==> src/rtl/fpu_unpack_pipe.sv <==
// fpu_unpack_pipe: two-stage IEEE-754 operand unpacker with valid/ready flow control.
// Stage 1 captures the raw fields, the class and the fraction leading-zero count.
// Stage 2 produces the unbiased exponent and the significand with explicit hidden bit.
module fpu_unpack_pipe #(
    parameter int EXPONENT_WIDTH       = 11,
    parameter int SIGNIFICAND_WIDTH    = 52,
    parameter int NORMALIZE_SUBNORMALS = 1,
    parameter int TAG_WIDTH            = 4
) (
    input  logic                                        clk,
    input  logic                                        rst_n,
    input  logic                                        in_valid,
    output logic                                        in_ready,
    input  logic [EXPONENT_WIDTH+SIGNIFICAND_WIDTH:0]   in_fp,
    input  logic [TAG_WIDTH-1:0]                        in_tag,
    output logic                                        out_valid,
    input  logic                                        out_ready,
    output logic                                        out_sign,
    output logic [EXPONENT_WIDTH+1:0]                   out_exponent,
    output logic [SIGNIFICAND_WIDTH:0]                  out_significand,
    output logic [2:0]                                  out_class,
    output logic [TAG_WIDTH-1:0]                        out_tag
);

    localparam int EW   = EXPONENT_WIDTH;
    localparam int SW   = SIGNIFICAND_WIDTH;
    localparam int FW   = EW + SW + 1;
    localparam int XW   = EW + 2;
    localparam int LW   = $clog2(SW + 1);
    localparam int BIAS = (1 << (EW - 1)) - 1;

    // The most negative normalized subnormal exponent must be representable.
    if ((1 - BIAS - SW) < -(1 << (XW - 1))) begin : gExpRangeCheck
        $fatal(1, "fpu_unpack_pipe: exponent output too narrow for 1-bias-SW");
    end

    typedef enum logic [2:0] {
        CLS_ZERO      = 3'd0,
        CLS_SUBNORMAL = 3'd1,
        CLS_NORMAL    = 3'd2,
        CLS_INF       = 3'd3,
        CLS_QNAN      = 3'd4,
        CLS_SNAN      = 3'd5
    } fp_class_e;

    logic              inSign;
    logic [EW-1:0]     inExp;
    logic [SW-1:0]     inFrac;
    fp_class_e         class_d;
    logic [LW-1:0]     lzc_d;
    logic              lzcFound;

    logic              s1Valid_q;
    logic              s1Sign_q;
    logic [EW-1:0]     s1Exp_q;
    logic [SW-1:0]     s1Frac_q;
    fp_class_e         s1Class_q;
    logic [TAG_WIDTH-1:0] s1Tag_q;
    logic [LW-1:0]     s1Lzc_q;

    logic [XW-1:0]     exp_d;
    logic [SW:0]       sig_d;
    logic [LW:0]       shamt;

    logic              s2Valid_q;
    logic              s2Sign_q;
    logic [XW-1:0]     s2Exp_q;
    logic [SW:0]       s2Sig_q;
    fp_class_e         s2Class_q;
    logic [TAG_WIDTH-1:0] s2Tag_q;

    logic              rdy_q;
    logic              s2Adv;
    logic              s1Adv;
    logic              accept;

    assign inSign = in_fp[FW-1];
    assign inExp  = in_fp[SW +: EW];
    assign inFrac = in_fp[SW-1:0];

    // A stage advances when its downstream slot is free or is emptying this cycle.
    assign s2Adv    = !s2Valid_q || out_ready;
    assign s1Adv    = !s1Valid_q || s2Adv;
    assign in_ready = rdy_q && s1Adv;
    assign accept   = in_valid && in_ready;

    // Classify the incoming operand and count leading zeros of its fraction.
    always_comb begin
        class_d  = CLS_NORMAL;
        lzc_d    = LW'(SW);
        lzcFound = 1'b0;
        if (inExp == '0) begin
            class_d = (inFrac == '0) ? CLS_ZERO : CLS_SUBNORMAL;
        end else if (&inExp) begin
            if (inFrac == '0) begin
                class_d = CLS_INF;
            end else if (inFrac[SW-1]) begin
                class_d = CLS_QNAN;
            end else begin
                class_d = CLS_SNAN;
            end
        end
        for (int i = SW - 1; i >= 0; i--) begin
            if (!lzcFound && inFrac[i]) begin
                lzc_d    = LW'(SW - 1 - i);
                lzcFound = 1'b1;
            end
        end
    end

    // Stage 1 register: raw fields plus class and leading-zero count.
    always_ff @(posedge clk or negedge rst_n) begin
        if (!rst_n) begin
            s1Valid_q <= 1'b0;
            s1Sign_q  <= 1'b0;
            s1Exp_q   <= '0;
            s1Frac_q  <= '0;
            s1Class_q <= CLS_ZERO;
            s1Tag_q   <= '0;
            s1Lzc_q   <= '0;
        end else if (s1Adv) begin
            s1Valid_q <= accept;
            if (accept) begin
                s1Sign_q  <= inSign;
                s1Exp_q   <= inExp;
                s1Frac_q  <= inFrac;
                s1Class_q <= class_d;
                s1Tag_q   <= in_tag;
                s1Lzc_q   <= lzc_d;
            end
        end
    end

    // Unbiased exponent and explicit-hidden-bit significand for each class.
    always_comb begin
        exp_d = '0;
        sig_d = '0;
        shamt = {1'b0, s1Lzc_q} + (LW + 1)'(1);
        case (s1Class_q)
            CLS_NORMAL: begin
                exp_d = {2'b00, s1Exp_q} - XW'(BIAS);
                sig_d = {1'b1, s1Frac_q};
            end
            CLS_SUBNORMAL: begin
                if (NORMALIZE_SUBNORMALS != 0) begin
                    exp_d = XW'(1 - BIAS) - XW'(shamt);
                    sig_d = {1'b0, s1Frac_q} << shamt;
                end else begin
                    exp_d = XW'(1 - BIAS);
                    sig_d = {1'b0, s1Frac_q};
                end
            end
            CLS_ZERO: begin
                exp_d = '0;
                sig_d = '0;
            end
            default: begin
                exp_d = XW'(BIAS + 1);
                sig_d = {1'b0, s1Frac_q};
            end
        endcase
    end

    // Stage 2 output register; holds its contents while the consumer stalls.
    always_ff @(posedge clk or negedge rst_n) begin
        if (!rst_n) begin
            s2Valid_q <= 1'b0;
            s2Sign_q  <= 1'b0;
            s2Exp_q   <= '0;
            s2Sig_q   <= '0;
            s2Class_q <= CLS_ZERO;
            s2Tag_q   <= '0;
        end else if (s2Adv) begin
            s2Valid_q <= s1Valid_q;
            if (s1Valid_q) begin
                s2Sign_q  <= s1Sign_q;
                s2Exp_q   <= exp_d;
                s2Sig_q   <= sig_d;
                s2Class_q <= s1Class_q;
                s2Tag_q   <= s1Tag_q;
            end
        end
    end

    // Input side opens one clock after reset is released.
    always_ff @(posedge clk or negedge rst_n) begin
        if (!rst_n) begin
            rdy_q <= 1'b0;
        end else begin
            rdy_q <= 1'b1;
        end
    end

    assign out_valid       = s2Valid_q;
    assign out_sign        = s2Sign_q;
    assign out_exponent    = s2Exp_q;
    assign out_significand = s2Sig_q;
    assign out_class       = s2Class_q;
    assign out_tag         = s2Tag_q;

endmodule

==> config.mk <==
export PLATFORM = sky130hd
export DESIGN_NAME = fpu_unpack_pipe
export DESIGN_NICKNAME = d
export VERILOG_FILES = /design/src/rtl/fpu_unpack_pipe.sv
export SDC_FILE = /design/constraint.sdc
export NUM_CORES = 1
export LEC_CHECK = 0
export BUFFER_PORTS_ARGS = -buffer_cell sky130_fd_sc_hd__buf_2
export CORE_MARGIN = 1.5
export CORE_UTILIZATION = 50
export DETAILED_ROUTE_END_ITERATION = 6
export GPL_TIMING_DRIVEN = 0
export PLACE_DENSITY = 0.85
export REMOVE_ABC_BUFFERS = 1
export SYNTH_ARGS = -nofsm -noshare
export SYNTH_HDL_FRONTEND = slang
export SYNTH_SLANG_ARGS = --single-unit
==> constraint.sdc <==
create_clock -name clk -period 3.6 [get_ports clk]
set_clock_uncertainty 0.15 [all_clocks]
set_input_delay 0.18 -clock clk [delete_from_list [all_inputs] [get_ports clk]]
set_output_delay 0.18 -clock clk [all_outputs]
set_load 0.02 [all_outputs]
==> results of run 1 <==
final cells by class:
type,count,area share
timing repair buffer,238,0.136
clock inverter,13,0.0119
inverter,14,0.00438
clock buffer,19,0.0345
sequential,153,0.292
tap,275,0.0262
multi-input combinational,1012,0.495
per-layer routing:
layer | GRT usage | share of wire
met3 | 0.0731 | 0.12
met5 | 0 | 0
met2 | 0.533 | 0.44
met4 | 0.185 | 0.056
met1 | 0.491 | 0.38
cells by family after synthesis:
kind of cell	Yosys count	synth area share
multiplexers	118	0.158
buffers and inverters	107	0.0483
flip-flops	153	0.358
AO/OA/AOI/OAI	297	0.177
adder cells (fa/ha/maj)	3	0.00351
other	1	0.000351
AND/OR/NAND/NOR	571	0.235
XOR/XNOR	21	0.0197
power breakdown:
group / leakage [nW] / total (mW) / internal, mW / switching (mW)
Clock: 0.300 / 1.91 / 1.08 / 0.828
Combinational: 3.73 / 3.49 / 1.40 / 2.09
Sequential: 1.89 / 2.49 / 2.07 / 0.415
Total: 5.92 / 7.89 / 4.55 / 3.33
final timing paths:
| path | endpoint | slack, ns | cells past startpoint |
|---|---|---|---|
| max in group asynchronous | s1Lzc_q[0]$_DFFE_PN0P_ | 2.30 | 3 |
| setup / recovery | out_significand[51]$_DFFE_PN0P_ | 0.14 | 9 |
| hold reg to reg | out_tag[1]$_DFFE_PN0P_ | 0.32 | 2 |
| hold / removal | out_significand[43]$_DFFE_PN0P_ | 0.10 | 2 |
| setup reg to reg | out_significand[51]$_DFFE_PN0P_ | 0.14 | 9 |
| min in group clk | s1Exp_q[8]$_DFFE_PN0P_ | 0.18 | 4 |
worst max-delay path, delay by kind of cell (launching register included):
family | cells | cell delay (ns)
simple gates | 1 | 0.06
flops | 1 | 0.57
buf+inv | 2 | 0.56
compound gates | 2 | 0.47
fa+ha+maj | 1 | 0.33
mux | 3 | 1.19
layout by cell type, fill, tap and decap left out, types with 14 or more instances in the layout:
master and n:
mux4_2 37, buf_2 146, dfrtp_1 151, nand2_1 309, nand3_1 28, nor3_1 21
nor2_1 125, a31oi_1 16, clkbuf_16 17, o22ai_1 19, dlygate4sd3_1 70, a21oi_1 80
and3_1 21, a221oi_1 14, mux2i_1 41, mux2_2 37, o21ai_0 54, o21ai_1 26
timing repair:
action / CTS / global route
hold buffers: 70 / 0
hold endpoints to repair: 128 / 0
buffers inserted: 4 / 4
setup endpoints to repair: 58 / 21
resized for setup: 7 / 4
pin swaps: 2 / 1
cloned: 1 / 0
through the flow:
step | TNS (ns) | power [mW]
2_1_floorplan | -184.49 | 4.57
3_3_place_gp | -319.49 | 5.59
3_5_place_dp | -14.96 | 5.69
4_1_cts | 0 | 7.73
5_1_grt | 0 | 8.22
6_report | 0 | 7.89
flip-flops by register name, indices dropped and copies added, names as in the netlist:
signal,cells
out_class,3
s1Frac_q,52
out_sign,1
s1Exp_q,11
s1Sign_q,1
s1Valid_q,1
out_significand,53
s1Lzc_q,6
out_tag,4
s1Class_q,3
s1Tag_q,4
out_exponent,12
rdy_q,1
out_valid,1
==> out/results.tsv, run 1 <==
metric	value	unit
run_status	complete, but fails checks	
failed_checks	design-rule violations	
yosysTopAreaCell	dfrtp_1	
fin_nets	1511	
drive_gt1_frac	0.219	
pre_cts_ws	-1.01	ns
grt_pass1_vias	10780	
hold_viol	0	
reg2reg_from	s1Lzc_q[0]$_DFFE_PN0P_	
post-route-drc-count	2	
async_reset_ff_frac	1.00	
dieArea	22300	sq um
vias	11348	
period_share	0.962	
fillers	1731	
startpoint_type	register	
clock_latency	0.45	ns
place_congestion	0.969	
max_stage_delay	0.57	ns
drt-pass1-iter-count	7	
syn_avg_cell_area	8.41	sq um
final_area	13100	sq um
grt_max_degree	100	
clock_sinks	153	
cts_tree	yes	
path_cells	inv_6 -> ha_4 -> buf_6 -> mux2_2 -> mux2i_1 -> o21ai_0 -> mux4_2 -> a221oi_2 -> nor2_1	
coreArea	21000	sq um
synth-seq-cells	153	
crit_type	register to register	
final_util	0.625	
cts_buffers	17	
relSlewSlack	0.261	
tightestPinTransition	1.11	ns
ir_drop	0.000384	V
fin_ws	0.138	ns
dr.first_iter.drc_count	1620	
die_h	149	um
synth_common_cells	nand2_1, dfrtp_1, nor2_1	
critPathSlowestCell	dfrtp_4	
overflow	0	
totalWireLength	39.3	mm
drt-vias-per-instance	6.58	
antenna_found_initial	0	
regArea	3830	sq um
wl_per_cell	22.8	um
synth-seq-area-share	0.358	
rows	53	
finalWorstPathRequiredPeriod	3.46	ns
ys_top_cells_by_area	dfrtp_1, nand2_1, mux4_2	
clockBufferDepth	2	
clk_pin_slew	0.07	ns
critPathLaunch	s1Lzc_q[0]$_DFFE_PN0P_	
synth_top_area_frac	0.358	
cp.required	3.78	ns
port_buffers	147	
grt.total_usage	0.357	
drv_slew	0	
drtAntennaViolNets	0	
max_freq	0.289	GHz
worstPathArrival	3.64	ns
place_inst	1613	
synth.most_common_cell	nand2_1	
fp.dieW	149	um
whs	0.104	ns
antennaDiodeCount	0	
maxCapViolations	0	
ys_types	83	
stdcell_count	1724	
htree_levels	4	
place_area	11700	sq um
hold_path_class	input port to asynchronous set/reset pin	
grt_setup_unrepaired	no	
start_util	0.509	
crit_path_end_kind	register	
synth_area	10700	sq um
synth_edf_count	0	
setup_viol	0	
yosysWarnings	0	
area_delta_synth_final	22.9	%
synthCells	1271	
multi_input_area	6500	sq um
crit_fanout	39	
p_leak	5.92	nW
grt_pass1_wl	60.5	mm
powerDensity	600	nW/um^2
root_buffer	clkbuf_16	
hpwl	25.7	mm
num_io_pins	148	
synth_flop_cell	dfrtp_1	
No activity file was read; power rests on OpenSTA's default activity.
==> run 2, diff against run 1 <==
- SETUP_SLACK_MARGIN: default -> 0.15
==> run 2 against run 1 <==
The flow now finishes without violations. Cell count up 0.23%. Highest routed layer unchanged. Clock power about the same. Utilization up 0.27 points. Largest power group unchanged.
==> out/results.tsv, run 2 (same netlist as run 1, synthesis figures left out) <==
metric	value	unit	change
p_seq_frac	0.315		about the same
overflow	0		unchanged
switchingPower	3.36	mW	+0.77%
coreArea	21000	sq um	unchanged
relSlewSlack	0.252		-0.00911
largest_register_ffs	53		unchanged
max_freq	0.295	GHz	+2.0%
dieArea	22300	sq um	unchanged
root_buffer	clkbuf_16		
wl_met2	17.6	mm	+1.1%
crit_type	register to register		
clock_latency	0.44	ns	about the same
period_share	0.943		-0.0186
top_layer_used	met4		
grt_setup_unrepaired	no		
critPathSlowestCell	dfrtp_4		
die_h	149	um	unchanged
drt-vias-per-instance	6.62		+0.63%
clockBufferDepth	2		unchanged
maxCapViolations	0		unchanged
antennaDiodeCount	0		unchanged
wl_per_cell	23.1	um	+1.2%
grt_pass1_wl	60.8	mm	+0.56%
ir_drop	0.000393	V	+2.5%
hold_path_class	input port to asynchronous set/reset pin		
hold_viol	0		unchanged
clockPowerShare	0.240		-0.002
drive_gt1_frac	0.222		+0.00284
final_cell_mix	nand2_1, dfrtp_1, buf_2		
fin_ws	0.205	ns	+0.0669 ns
startpoint_type	register		
swShare	0.423		+0.000585
grt.total_usage	0.359		+0.00178
place_inst	1613		unchanged
cts_tree	yes		
final_common_cell	nand2_1		
dr.first_iter.drc_count	1870		+15%
setup_viol	0		unchanged
power	7.94	mW	+0.63%
drt-pass1-iter-count	5		-2
cts_buffers	17		unchanged
pre_cts_ws	-1.01	ns	unchanged
p_leak	5.95	nW	+0.47%
max_stage_delay	0.57	ns	about the same
route.met3.wl	5.03	mm	+4.4%
rows	53		unchanged
antenna_found_initial	0		unchanged
hpwl	25.7	mm	unchanged
grt_pass1_vias	10867		+0.81%
post-route-drc-count	0		-2
fin_nets	1515		+0.26%
fp.dieW	149	um	unchanged
crit_fanout	39		unchanged
final_util	0.628		+0.00274
port_buffers	147		unchanged
crit_path_end_kind	register		
clock_sinks	153		unchanged
wl_met1	15.1	mm	+1.2%
start_util	0.509		unchanged
finalWorstPathRequiredPeriod	3.39	ns	-0.0669 ns
tightestPinTransition	1.12	ns	+0.0137 ns
combPwrFrac	0.446		+0.004
htree_levels	4		unchanged
clk_pin_slew	0.08	ns	about the same
place_congestion	0.969		unchanged
whs	0.112	ns	+0.00809 ns
drv_slew	0		unchanged
powerDensity	601	nW/um^2	+0.19%
p_int	4.58	mW	+0.53%
drtAntennaViolNets	0		unchanged
path_cells	inv_8 -> ha_4 -> buf_8 -> mux2_2 -> mux2i_1 -> o21ai_0 -> mux4_2 -> a221oi_2 -> nor2_1		
worstPathArrival	3.57	ns	-0.07 ns
grt_max_degree	100		unchanged
num_io_pins	148		unchanged
vias	11446		+0.86%
stdcell_count	1728		+0.23%
totalWireLength	39.9	mm	+1.5%
area_delta_synth_final	23.4	%	
cp.required	3.77	ns	about the same
run_status	completed		
run 2: routing by layer:
metal | global-route usage | vias up
li1 | - | 4891
met5 | 0 | -
met3 | 0.0789 | 228
met4 | 0.177 | 0
met1 | 0.489 | 5346
met2 | 0.541 | 981
run 2: stage by stage:
stage | area, sq um | TNS, ns
after floorplan | 10200 | -184.49
after global placement | 11300 | -319.49
after detailed placement | 11700 | -14.96
after CTS | 13100 | 0
after global routing | 13200 | 0
final | 13200 | 0
run 2: power by group through the flow:
| stage | Combinational (mW) | Sequential [mW] | Clock (mW) |
|---|---|---|---|
| floorplan | 1.91 | 2.66 | 0 |
| global placement | 3.10 | 2.48 | 0 |
| detailed placement | 3.22 | 2.48 | 0 |
| CTS | 3.37 | 2.46 | 1.91 |
| global route | 3.76 | 2.52 | 1.99 |
| finish | 3.54 | 2.50 | 1.90 |
run 2: worst paths after layout:
path	slack (ns)	to	depth (start not counted)	startpoint
max in group asynchronous	2.29	s1Lzc_q[0]$_DFFE_PN0P_	3	rst_n
min reg2reg	0.32	out_tag[1]$_DFFE_PN0P_	2	out_tag[1]$_DFFE_PN0P_
min in group clk	0.19	s1Exp_q[8]$_DFFE_PN0P_	4	in_valid
max reg2reg	0.21	out_significand[51]$_DFFE_PN0P_	9	s1Lzc_q[0]$_DFFE_PN0P_
min	0.11	out_significand[50]$_DFFE_PN0P_	2	rst_n
max	0.21	out_significand[51]$_DFFE_PN0P_	9	s1Lzc_q[0]$_DFFE_PN0P_
run 2: what timing repair did:
action                                  4_1_cts  5_1_grt
resized for setup                             8        6
hold buffers                                 70        0
pin swaps                                     3        0
setup buffers                                 5        7
endpoints found under the setup margin       59       31
hold endpoints to repair                    128        0
cloned                                        1        0
run 2: final cells by class:
class	instances	area, sq um
clock buffers	19	453
clock inverters	13	156
fillers	1716	7830
inverters	14	60.1
multi-input cells	1012	6510
flip-flops and latches	153	3830
well taps	275	344
repair buffers	242	1840
run 2: critical path: cells and delay by family, from the launching register on:
kind / cells / cell delay [ns]
mux: 3 / 1.19
flops: 1 / 0.57
compound gates: 2 / 0.46
fa+ha+maj: 1 / 0.45
buf+inv: 2 / 0.39
simple gates: 1 / 0.06
==> run 3, diff against run 2 <==
- ABC_AREA: default -> 1
- CTS_CLUSTER_SIZE: default -> 28
==> run 3 against run 2 <==
The flow now finishes with violations (design-rule violations). Power down 11%. Wire length shrank 4.4%. Sequential share of layout area rose by 1.3 points.
==> out/results.tsv, run 3 <==
metric	value	unit	change
run_status	complete, but fails checks		
failed_checks	design-rule violations		
num_io_pins	148		unchanged
critPathSlowestCell	dfrtp_4		
grt_pass1_vias	10842		-0.23%
p_seq_frac	0.345		+0.030
combPwrFrac	0.412		-0.034
tightestPinTransition	1.22	ns	+0.101 ns
cp-endpoint	out_significand[48]$_DFFE_PN0P_		
grt_pass1_wl	58.7	mm	-3.4%
synth_flop_cell	dfrtp_1		
crit_path_end_kind	register		
ir_drop	0.000280	V	-29%
path_depth	12		+3
hold_path_startpoint	in_fp[15]		
ff2ff_setup_slack	0.14	ns	-0.06 ns
clock_sinks	153		unchanged
reg2regPathDepth	12		+3
fp.dieW	147	um	-1.5%
grt.total_usage	0.350		-0.00938
grt_max_degree	112		+12%
synth-seq-cells	153		unchanged
switchingPower	3.14	mW	-6.6%
path_cells	inv_6 -> ha_4 -> clkinv_4 -> mux2i_1 -> o21ai_1 -> o21ai_0 -> o22a_1 -> o21ai_0 -> nand2_1 -> o2111ai_1 -> o21ai_1 -> inv_1		
crit_fanout	43		+10%
hpwl	25.3	mm	-1.6%
htree_levels	4		unchanged
whs	0.00584	ns	-0.107 ns
final_common_cell	nand2_1		
coreArea	20300	sq um	-3.4%
p_int	3.94	mW	-14%
synth_edf_count	0		unchanged
drtAntennaViolNets	0		unchanged
cts_tree	yes		
critPathLaunch	s1Lzc_q[0]$_DFFE_PN0P_		
clk_pin_slew	0.07	ns	about the same
setup_viol	0		unchanged
place_inst	1905		+18%
cts_buffers	17		unchanged
ys_top_cells_by_area	dfrtp_1, nand2_1, o21ai_0		
vias	11959		+4.5%
totalWireLength	38.2	mm	-4.4%
relSlewSlack	0.185		-0.0676
synth_top_area_frac	0.369		+0.0113
rows	52		-1.9%
max_freq	0.289	GHz	-1.8%
final_cell_mix	nand2_1, o21ai_0, dfrtp_1		
antennaDiodeCount	0		unchanged
cp_top_family	compound AO/OA/AOI/OAI gates		
wl_per_cell	18.9	um	-18%
synth_common_cells	nand2_1, o21ai_0, dfrtp_1		
ys_types	53		-36%
max_stage_delay	0.63	ns	+0.06 ns
reg2reg_from	s1Lzc_q[0]$_DFFE_PN0P_		
grt_setup_unrepaired	yes		
drt-pass1-iter-count	7		+2
hold_path_class	input port to register		
clockBufferDepth	2		unchanged
root_buffer	clkbuf_16		
yosysWarnings	0		unchanged
place_congestion	0.954		-1.5%
powerDensity	561	nW/um^2	-6.8%
port_buffers	147		unchanged
crit_type	register to register		
drt-vias-per-instance	5.93		-10%
synth-seq-area-share	0.369		+0.0113
maxCapViolations	0		unchanged
largest_register_ffs	53		unchanged
post-route-drc-count	1		+1
fin_nets	1809		+19%
synthCells	1573		+24%
area_delta_synth_final	21.8	%	
p_leak	6.14	nW	+3.3%
clockPowerShare	0.244		+0.004
yosysTopAreaCell	dfrtp_1		
synth_area	10400	sq um	-3.1%
worstPathArrival	3.63	ns	+0.06 ns
hold_viol	0		unchanged
drv_slew	0		unchanged
pre_cts_ws	-1.80	ns	-0.785 ns
cp_num_buf_inv	3		+1
overflow	0		unchanged
synth.most_common_cell	nand2_1		
fin_ws	0.142	ns	-0.0625 ns
stdcell_count	2017		+17%
swShare	0.443		+0.0199
r2r_end	out_significand[48]$_DFFE_PN0P_		
start_util	0.511		+0.00201
drive_gt1_frac	0.145		-0.0762
period_share	0.960		+0.0174
dr.first_iter.drc_count	1547		-17%
finalWorstPathRequiredPeriod	3.46	ns	+0.0625 ns
syn_avg_cell_area	6.59	sq um	-22%
startpoint_type	register		
die_h	147	um	-1.5%
dieArea	21600	sq um	-3.0%
clock_latency	0.43	ns	about the same
cp.required	3.77	ns	about the same
antenna_found_initial	0		unchanged
async_reset_ff_frac	1.00		unchanged
-- run 3: cell types whose count changed after synthesis, sizes merged, moves of 37 or more --
| cell | change |
|---|---|
| nor2 | +39 |
| o21ai | +109 |
| a21oi | +48 |
| nand2 | +203 |
| mux4 | -37 |
| nand3 | +45 |
| inv | +104 |
| mux2 | -40 |
-- run 3: cell type report --
class | count | area [sq um]
clock buffers | 21 | 460
clock inverters | 11 | 87.6
well taps | 270 | 338
flip-flops and latches | 153 | 3830
inverters | 119 | 473
multi-input cells | 1215 | 5830
fillers | 1813 | 7670
repair buffers | 224 | 1580
repair inverters | 4 | 25.0
-- run 3: logic make-up (layout without fill, tap and decap cells) --
| logic type | after synthesis | count (layout) | synth area share |
|---|---|---|---|
| and+or+nand+nor | 807 | 809 | 0.328 |
| AOI/OAI and AO/OA | 391 | 391 | 0.207 |
| buffers and inverters | 207 | 379 | 0.0799 |
| DFF | 153 | 153 | 0.369 |
| muxes | 10 | 10 | 0.00966 |
| adders and majority gates | 3 | 3 | 0.00362 |
| other | 1 | 1 | 0.000362 |
| xor gates and xnor gates | 1 | 1 | 0.00266 |
-- run 3: worst min path at each step --
stage	endpoint	slack [ns]	cells after the start
2_1_floorplan	out_class[0]$_DFFE_PN0P_	-0.27	0
3_5_place_dp	s1Frac_q[42]$_DFFE_PN0P_	0.01	1
6_report	s1Frac_q[15]$_DFFE_PN0P_	0.006	3
3_3_place_gp	s1Tag_q[0]$_DFFE_PN0P_	0.23	3
5_1_grt	s1Class_q[0]$_DFFE_PN0P_	0.01	4
4_1_cts	s1Frac_q[15]$_DFFE_PN0P_	0.006	3
-- run 3: power by group through the flow --
| stage | Clock [mW] | Sequential [mW] | Combinational (mW) |
|---|---|---|---|
| floorplan | 0 | 2.67 | 1.45 |
| global placement | 0 | 2.45 | 2.62 |
| detailed placement | 0 | 2.44 | 2.67 |
| CTS | 1.72 | 2.41 | 2.79 |
| global route | 1.80 | 2.47 | 3.16 |
| finish | 1.73 | 2.44 | 2.91 |
-- run 3: worst register-to-register path, stage by stage (launching register included) --
cell and delay [ns]:
dfrtp_4 0.63, inv_6 0.22, ha_4 0.48, clkinv_4 0.30
mux2i_1 0.35, o21ai_1 0.14, o21ai_0 0.35, o22a_1 0.26
o21ai_0 0.09, nand2_1 0.09, o2111ai_1 0.10, o21ai_1 0.14
inv_1 0.06
-- run 3: layer usage --
layer / track usage / up-vias / share of wire
met4: 0.152 / 0 / 0.044
met2: 0.538 / 756 / 0.44
li1: - / 5551 / -
met1: 0.480 / 5526 / 0.40
met5: 0 / - / 0
met3: 0.0702 / 126 / 0.11
-- run 3: through the flow --
step | cell area [sq um] | total power [mW] | util | TNS [ns]
6_report | 12600 | 7.08 | 0.622 | 0
5_1_grt | 12600 | 7.42 | 0.622 | 0
4_1_cts | 12500 | 6.92 | 0.615 | 0
3_5_place_dp | 11200 | 5.11 | 0.550 | -70.80
3_3_place_gp | 11100 | 5.07 | 0.545 | -258.51
2_1_floorplan | 9990 | 4.11 | - | -95.56
-- run 3: what timing repair did --
action	CTS	global route
endpoints found under the setup margin	59	46
hold endpoints to repair	116	0
resized for setup	18	17
pin swaps	3	3
cloned	5	1
setup buffers	1	7
hold buffers	65	0
